`config.mk`:
```
export PLATFORM = sky130hd
export DESIGN_NAME = sin_core_driver
export DESIGN_NICKNAME = d
export VERILOG_FILES = /design/src/rtl/sin_core_driver.sv
export SDC_FILE = /design/constraint.sdc
export NUM_CORES = 1
export LEC_CHECK = 0
export ABC_AREA = 0
export BUFFER_PORTS_ARGS = -buffer_cell sky130_fd_sc_hd__buf_2
export CAP_MARGIN = 40
export CORE_UTILIZATION = 33
export CTS_BUF_LIST = sky130_fd_sc_hd__clkbuf_2
export CTS_CLUSTER_DIAMETER = 30
export CTS_CLUSTER_SIZE = 40
export DETAILED_ROUTE_END_ITERATION = 10
export PLACE_DENSITY = 0.58
export SLEW_MARGIN = 20
export SYNTH_ARGS = -nofsm -noshare
export SYNTH_HDL_FRONTEND = slang
export SYNTH_SLANG_ARGS = --single-unit
```
`constraint.sdc`:
```
create_clock -name clk -period 2.1 [get_ports clk]
set_clock_uncertainty 0.15 [all_clocks]
set_input_delay 0.21 -clock clk [delete_from_list [all_inputs] [get_ports clk]]
set_output_delay 0.21 -clock clk [all_outputs]
set_load 0.01 [all_outputs]
```
`src/rtl/sin_core_driver.sv`:
```
`timescale 1ns/1ps
// -----------------------------------------------------------------------------
// sin_core_driver
//
// Host-side sequencer for the sine core's start/ready handshake.
// Operands arrive over a valid/ready stream and are buffered in a small
// circular FIFO. One at a time, each operand is presented to the core on
// core_x, a one-cycle core_start pulse is issued, and the core is followed
// through busy (core_ready low) and back to idle (core_ready high). The
// result is then captured and offered on a valid/ack output port.
//
// Ports:
//   clk          single clock, all state changes on posedge
//   rst          asynchronous active-low reset
//   in_valid     operand offered
//   in_data      operand x (XW bits)
//   in_ready     FIFO not full (from registered count only)
//   core_start   one-cycle start pulse to the core
//   core_x       operand held to the core from issue until completion
//   core_ready   core idle/done indicator
//   core_result  core result, valid while core_ready=1 after completion
//   out_valid    captured result available
//   out_data     captured result (RW bits)
//   out_ack      consumer takes the result when out_valid & out_ack
//   busy         sequencer not in IDLE
//   core_err     sticky flag: core never went busy after a start
//   done_count   completed operations, wraps 255 -> 0
// -----------------------------------------------------------------------------
module sin_core_driver #(
  parameter int XW    = 8,
  parameter int RW    = 16,
  parameter int DEPTH = 4,
  parameter int TMO   = 3
) (
  input  logic          clk,
  input  logic          rst,
  input  logic          in_valid,
  input  logic [XW-1:0] in_data,
  output logic          in_ready,
  output logic          core_start,
  output logic [XW-1:0] core_x,
  input  logic          core_ready,
  input  logic [RW-1:0] core_result,
  output logic          out_valid,
  output logic [RW-1:0] out_data,
  input  logic          out_ack,
  output logic          busy,
  output logic          core_err,
  output logic [7:0]    done_count
);

  localparam int AW = $clog2(DEPTH);
  localparam int CW = AW + 1;
  localparam int TW = $clog2(TMO + 1);

  typedef enum logic [1:0] {
    IDLE,
    ISSUE,
    WAIT_BUSY,
    WAIT_DONE
  } state_t;

  state_t state, next_state;

  logic [XW-1:0] mem [DEPTH];
  logic [AW-1:0] wptr, rptr;
  logic [CW-1:0] count;
  logic [TW-1:0] tmo_cnt;

  logic push, pop, fifo_empty, tmo_hit, fault, capture;

  // in_ready depends only on the registered count, so a pop on the same
  // edge never opens a slot for a push while the FIFO reads as full.
  assign in_ready   = (count != CW'(DEPTH));
  assign fifo_empty = (count == '0);
  assign push       = in_valid & in_ready;
  assign tmo_hit    = (tmo_cnt == TW'(TMO - 1));
  assign busy       = (state != IDLE);

  // State register.
  always_ff @(posedge clk or negedge rst) begin
    if (!rst) state <= IDLE;
    else      state <= next_state;
  end

  // Next-state and control decode. A new operand is only issued once the
  // previous result has been taken, so out_data can never be overwritten
  // while the consumer still holds it.
  always_comb begin
    next_state = state;
    pop        = 1'b0;
    core_start = 1'b0;
    fault      = 1'b0;
    capture    = 1'b0;
    case (state)
      IDLE: begin
        if (!fifo_empty && core_ready && !out_valid) begin
          pop        = 1'b1;
          next_state = ISSUE;
        end
      end
      ISSUE: begin
        core_start = 1'b1;
        next_state = WAIT_BUSY;
      end
      WAIT_BUSY: begin
        // The core must acknowledge the start by dropping ready; if it
        // stays ready for TMO cycles the operand is abandoned.
        if (!core_ready) begin
          next_state = WAIT_DONE;
        end else if (tmo_hit) begin
          fault      = 1'b1;
          next_state = IDLE;
        end
      end
      WAIT_DONE: begin
        if (core_ready) begin
          capture    = 1'b1;
          next_state = IDLE;
        end
      end
      default: next_state = IDLE;
    endcase
  end

  // FIFO storage; entries need no reset since count gates every read.
  always_ff @(posedge clk) begin
    if (push) mem[wptr] <= in_data;
  end

  // FIFO pointers and occupancy. Pointers wrap naturally because DEPTH is a
  // power of two.
  always_ff @(posedge clk or negedge rst) begin
    if (!rst) begin
      wptr  <= '0;
      rptr  <= '0;
      count <= '0;
    end else begin
      if (push) wptr <= wptr + AW'(1);
      if (pop)  rptr <= rptr + AW'(1);
      case ({push, pop})
        2'b10:   count <= count + CW'(1);
        2'b01:   count <= count - CW'(1);
        default: count <= count;
      endcase
    end
  end

  // Operand register: loaded only on the pop edge, so it stays stable from
  // ISSUE through WAIT_DONE and while idling.
  always_ff @(posedge clk or negedge rst) begin
    if (!rst)     core_x <= '0;
    else if (pop) core_x <= mem[rptr];
  end

  // Timeout counter: counts WAIT_BUSY cycles in which the core is still
  // ready, and clears whenever that run is broken or the fault fires.
  always_ff @(posedge clk or negedge rst) begin
    if (!rst)
      tmo_cnt <= '0;
    else if (state == WAIT_BUSY && core_ready && !tmo_hit)
      tmo_cnt <= tmo_cnt + TW'(1);
    else
      tmo_cnt <= '0;
  end

  // Result capture, output handshake and completion counter.
  always_ff @(posedge clk or negedge rst) begin
    if (!rst) begin
      out_valid  <= 1'b0;
      out_data   <= '0;
      done_count <= '0;
    end else if (capture) begin
      out_valid  <= 1'b1;
      out_data   <= core_result;
      done_count <= done_count + 8'd1;
    end else if (out_ack) begin
      out_valid  <= 1'b0;
    end
  end

  // Sticky fault flag, cleared only by reset.
  always_ff @(posedge clk or negedge rst) begin
    if (!rst)       core_err <= 1'b0;
    else if (fault) core_err <= 1'b1;
  end

endmodule
```
# Word level (Yosys, flattened, before mapping)
# Memories as Yosys holds them, arrays and structs flattened. A register that Yosys moved wholly into a read port is not among the register bits.
# Cells that the tools add are included.
word_totals:
  register_bits: 37
  mem_bits_rw: 32
  wordCells: 60
  mem_count: 1
classes:
  addsub: 6
  n_eq_ne: 10
  n_mux: 19
  bitwise_logic: 1
  n_reduce_logical: 14
memory_table:
  columns: ["memory", "words", "word_bits", "read_ports", "rd_ports_with_merged_regs", "write_ports", "line_no", "source"]
  rows:
  - ["mem", 4, 8, 1, 1, 1, "65", "logic [XW-1:0] mem [DEPTH];"]
ops:
  columns: ["op", "count"]
  rows:
  - ["$mux 1", 12]
  - ["$mux 2", 5]
  - ["$add 8x1->8 const B", 1]
  - ["$eq 2x2->1 const B", 4]
  - ["$pmux 2 s4", 1]
  - ["$add 2x1->2 const B", 3]
  - ["$ne 3x3->1 const B", 2]
  - ["$pmux 3 s2", 1]
  - ["$reduce_bool 2->1", 3]
  - ["$eq 2x1->1 const B", 2]
  - ["$logic_and 1x1->1", 4]
  - ["$logic_not 1->1", 4]
  - ["$ne 2x2->1 const B", 2]
  - ["$add 3x1->3 const B", 1]
  - ["$logic_not 3->1", 1]
  - ["$reduce_and 3->1", 1]
  - ["$sub 3x1->3 const B", 1]
  - ["$logic_not 2->1", 1]
  - ["$and 1x1->1", 1]

# Depth between registers and ports, before layout
depth:
  depth_word: 8
  depth_mapped: 10
  depth_no_buf: 9

# Worst setup path before layout
# Ideal clock, no wire load.
synth_path:
  path_kind: "reg2reg"
  start: "reg state[0]"
  end: "reg count[2]"
  arrival_time_ns: 2.039
  t_required_ns: 1.871
  setup_slack_ns: -0.168
  stages_incl_launch_ff: 11
  n_path_buf: 2
  period_less_slack_ns: 2.268
  cell_sequence: "dfrtp_1 buf_6 nor4b_4 o31a_2 buf_6 ha_1 inv_1 fa_1 xor2_1 nor2_1 xor2_1"
synth_via:
  elab_chain_cells: 4
  elab_cells_between_ends: 6
  cone_classes: "eq/ne (2); mux (2); reduce/logical (2)"
synth_lines:
  columns: ["item", "line_no", "source"]
  rows:
  - ["start: declaration", "63", "state_t state, next_state;"]
  - ["start signal: assignment", "83", "else state <= next_state;"]
  - ["$logic_not 2->1 *", "95", "case (state)"]
  - ["$mux 1 *", "95", null]
  - ["named net pop", "70", "logic push, pop, fifo_empty, tmo_hit, fault, capture;"]
  - ["$eq 2x1->1 or $eq 2x2->1 (tied branches)", "141", "case ({push, pop})"]
  - ["$pmux 3 s2 or $reduce_bool 2->1 (tied branches)", null, null]
  - ["end signal: assignment", "142", "2'b10: count <= count + CW'(1);"]
  - ["end signal: assignment", "143", "2'b01: count <= count - CW'(1);"]
  - ["end signal: assignment", "144", "default: count <= count;"]
  - ["end: declaration", "67", "logic [CW-1:0] count;"]
# The timed path passes the listed nets; every way through them passes the cells marked *.
# A chain may end at the register's enable or synchronous reset.

# Final worst setup path
layout_path:
  start: "reg count[1]"
  end: "reg count[2]"
layout_via:
  elab_chain_cells: 8
  elab_cells_between_ends: 14
  cone_classes: "add/sub (2); eq/ne (3); mux (3); bitwise (1); reduce/logical (5)"
layout_lines:
  columns: ["item", "line_no", "source"]
  rows:
  - ["$logic_not 3->1", "75", "assign fifo_empty = (count == '0);"]
  - ["$logic_not 1->1", "97", "if (!fifo_empty && core_ready && !out_valid) begin"]
  - ["$logic_and 1x1->1 (2 in a row)", "97", null]
  - ["$mux 1", "97", null]
  - ["$mux 1", "95", null]
  - ["$eq 2x1->1 or $eq 2x2->1 (tied branches)", "141", null]
  - ["$pmux 3 s2 or $reduce_bool 2->1 (tied branches)", null, null]
# Several ways; a longest one is shown, not always the timed one.

==> summary by stage <==
Clock tree
The clock-pin slew on the worst setup and hold paths is 0.18 ns. TritonCTS built the clock tree. The level count of the clock H-tree is 3. The clock insertion delay at the later pin of the skew report is 0.48 ns. For this design, the sink count on the clock tree is 77. The buffer cell driving the clock tree root is sky130_fd_sc_hd__clkbuf_2.

The number of buffers created by CTS is 9. Counting along the longest clock path gives a buffer depth of 2.

Pwr
The switching share of power is between 30% and 40%. The worst-case IR drop observed on VDD is 0.330 mV. The analysis attributes to cell leakage a power of 1.87 nW. The combinational fraction of design power is between 30% and 40%. The switching power total is 1.70 mW. The internal cell power is 3.17 mW. The clock share of power is 13.9%. For this design the ratio of total power to cell area is around 1200 nW/µm². Sequential cells burn 48.2% of the power.

Place
The placement-stage cell area is 3650 µm². The weighted congestion at the end of routability-driven global placement is 0.684. The number of buffers inserted by port buffering is 65. The wire-length estimate of the detail-placed layout is 4020 µm.

Timing
The number of pins exceeding their max-slew limit in the final report came to 0. The routed design could run at a clock period as short as 2.14 ns. Measured against its own limit, the worst slew margin works out to approximately 54%. The number of setup violations in the final report is 1.

The final period utilization is 102%. At the pin with the least slew margin, the transition time is 0.691 ns. The worst-case hold slack is roughly 0.060 ns. For this run, the top clock speed supported by timing is 0.467 GHz.

The count of endpoints failing hold in the final timing report is 0. Setup slack on the critical path of the routed design comes to -0.0399 ns. Setup repair after global routing could not meet its margin everywhere.

Global route
Entering global routing, the biggest net connects 32 pins. Global routing consumed, over all layers together, 12.8% of the routing resources. The via count of the first global-routing pass was 1987.

The initial antenna violation count is 0. The wire length of the first global-routing pass is 9560 µm. Global routing finished with a remaining overflow of 0.

Floorplanning
The die span in y is 99.0 µm. Once the floorplan was initialized, standard cells occupied roughly a third of the core. The floorplan has 35 rows.

The overall die width is 99.0 µm. During I/O placement, the number of pins put on the boundary was 66. The die covers approximately 10000 µm². The core box area is 9200 µm².

Run
The count of maximum capacitance violations is 0.

Finish
The cell area after layout is 4020 µm². Relative to the synthesized area, the layout overhead comes to 29.2%. The final layout net count is around 360. The filler cell count is 861. The multi-input combinational cells in the finished layout cover a total of approximately 950 µm². Leaving out fill and tap cells, the most frequent cell in the layout is sky130_fd_sc_hd__buf_2. The antenna cell count is 0. Across the whole layout, storage elements account for about 2100 µm². Leaving out fill and tap cells, the most frequent cells in the layout are sky130_fd_sc_hd__buf_2, sky130_fd_sc_hd__nand2_1, sky130_fd_sc_hd__dfrtp_1.

Cells with a size suffix above 1 make up 38.0% of the layout.

Route
The initial DRC count is 46. In the final routed layout, each cell accounts on average for 13.3 µm. The count of nets left with antenna violations once routing finished came out at 0. For this run, design rule violations remaining after detail routing come to 0.

The pre-antenna-repair detailed-routing pass consisted of 4 iterations. The final layout contains routed wiring with a total length of 5910 µm. In the routed layout, each cell is associated on average with a via count of 4.54. The final route contains 2011 vias.

Critical path
The critical path starts at count[1]. STA classifies the critical path endpoint as a register. The endpoint of the most critical register-to-register path is count[2]. Traced cell by cell, the critical path runs through or3b_4, and2_4, inv_4, ha_4, inv_2, fa_2, xor2_1, nor2_1, xor2_1. In this run the critical register-to-register path is launched from count[1]. Following the worst setup path forward leads to its endpoint at count[2]. The maximum single-stage delay on the critical path is 0.42 ns. The cell with the most instances on the worst path is sky130_fd_sc_hd__xor2_1. Data arrives at the worst endpoint at 2.39 ns.

The worst-case register-to-register setup slack is -0.04 ns. By startpoint and endpoint, the worst setup path is classified as reg -> reg. Along the worst path, the maximum fanout reaches 2. The slowest stage of the critical path is the sky130_fd_sc_hd__dfrtp_1 cell. For the worst setup path, the data required time is 2.35 ns. The number of cells on the worst reg-to-reg path is 9. The launching element type of the critical path is a register.

Hold path
The min-delay analysis places its worst path in the category in -> reg.

Yosys
A synthesized cell averages approximately 14 µm². The number of nets in the synthesized netlist is 254. The distinct cell type count after synthesis is 33.

The count of mapped cells out of synthesis is 217. After synthesis, the share of flip-flops with an asynchronous set or reset is 58.4%. The sequential fraction of the synthesis area is ~67%.

The yosys synthesis warning count is 0. The cell area after synthesis is around 3100 µm². The flip-flop cell with the highest count after synthesis is sky130_fd_sc_hd__dfrtp_1. The number of synthesized flops with an enable pin is 32. After synthesis the netlist holds a flip-flop and latch count of 77.

Outcome
The run finished, with violations left. The final reports fail on negative setup slack.
-- cell usage after synthesis (2+ instances only) --
library cell / n / area share, %
sky130_fd_sc_hd__nor4_1: 2 / 0.40
sky130_fd_sc_hd__dfrtp_1: 45 / 36
sky130_fd_sc_hd__nand2_1: 54 / 6.5
sky130_fd_sc_hd__clkbuf_1: 2 / 0.24
sky130_fd_sc_hd__xor2_1: 7 / 2.0
sky130_fd_sc_hd__edfxtp_1: 32 / 31
sky130_fd_sc_hd__xnor2_1: 6 / 1.7
sky130_fd_sc_hd__nand4_1: 3 / 0.60
sky130_fd_sc_hd__nand3_1: 2 / 0.32
sky130_fd_sc_hd__nor3_1: 2 / 0.32
sky130_fd_sc_hd__nor2_1: 3 / 0.36
sky130_fd_sc_hd__inv_1: 9 / 1.1
sky130_fd_sc_hd__and3_2: 4 / 0.97
sky130_fd_sc_hd__ha_1: 7 / 2.8
sky130_fd_sc_hd__mux2_2: 8 / 2.9
sky130_fd_sc_hd__a21o_1: 3 / 0.72
sky130_fd_sc_hd__and3_1: 2 / 0.40
sky130_fd_sc_hd__mux4_2: 8 / 5.8
sky130_fd_sc_hd__buf_6: 2 / 0.72
sky130_fd_sc_hd__buf_2: 2 / 0.32
sky130_fd_sc_hd__o21ai_0: 2 / 0.32
-- per-layer routing --
layer	global-route usage (%)	vias to the layer above	routed length [µm]
li1	-	974	-
met2	21.6	35	3070
met1	15.6	991	2580
met3	2.55	11	130
met4	6.89	0	129
met5	0	-	0
-- cell families (layout without fill, tap and decap cells) --
group	after synthesis	count (layout)	synth area share (%)
AO/OA/AOI/OAI	7	7	1.73
XOR/XNOR	13	13	3.66
adder cells (fa/ha/maj)	8	8	3.46
buffers and inverters	17	132	2.74
flip-flops	77	77	67.2
multiplexers	18	18	9.50
AND/OR/NAND/NOR	77	77	11.7
-- layout make-up --
class | instances | area share, %
clock buffers | 9 | 1.12
well taps | 111 | 3.46
repair buffers | 107 | 17.6
multi-input cells | 123 | 23.7
flip-flops and latches | 77 | 52.0
clock inverters | 7 | 1.25
inverters | 9 | 0.904
-- timing repair --
item / in CTS / in global routing
setup endpoints to repair: 1 / 1
hold endpoints to repair: 83 / 0
pin swaps: 2 / 0
buffers inserted: 0 / 0
resized for setup: 2 / 0
hold buffers: 27 / 0
-- worst min-delay path by stage --
| stage | startpoint | to | slack [ns] | cells after the start |
|---|---|---|---|---|
| after floorplan | rst | core_err | -0.24 | 0 |
| after global placement | rst | out_data[4] | 0.15 | 1 |
| after detailed placement | rst | done_count[6] | 0.16 | 1 |
| after CTS | in_valid | wptr[0] | 0.004 | 4 |
| after global routing | in_valid | wptr[0] | 0.02 | 4 |
| final | in_valid | wptr[0] | 0.06 | 4 |
-- metrics by stage --
step	worst slack [ns]	utilization [%]	cells	power [mW]	TNS (ns)
3_5_place_dp	-0.0299	39.7	400	4.23	-0.0299
5_1_grt	-0.115	43.7	443	5.22	-0.115
6_report	-0.0399	43.7	443	4.87	-0.0399
3_3_place_gp	0.0229	39.7	400	4.18	0
2_1_floorplan	-0.0577	-	217	3.53	-0.0577
4_1_cts	-0.0489	43.7	443	4.96	-0.0489
-- power by group through the flow --
stage	combinational (mW)	sequential, mW	clock, mW
floorplan	1.07	2.47	0
global placement	1.80	2.38	0
detailed placement	1.83	2.40	0
CTS	1.88	2.36	0.727
global route	2.03	2.41	0.786
finish	1.84	2.35	0.679
-- critical path: cells and delay by family (launching register included) --
family	cells	cell delay, ns
simple gates	3	0.67
flops	1	0.42
buf+inv	2	0.08
fa+ha+maj	2	0.45
xor+xnor	2	0.31
-- state kept, by name, summed over array words and instances (netlist names) --
signal	cells
rptr	2
out_valid	1
count	3
out_data	16
core_x	8
tmo_cnt	2
wptr	2
done_count	8
mem	32
core_err	1
state	2
No activity file was read; power rests on OpenSTA's default activity.
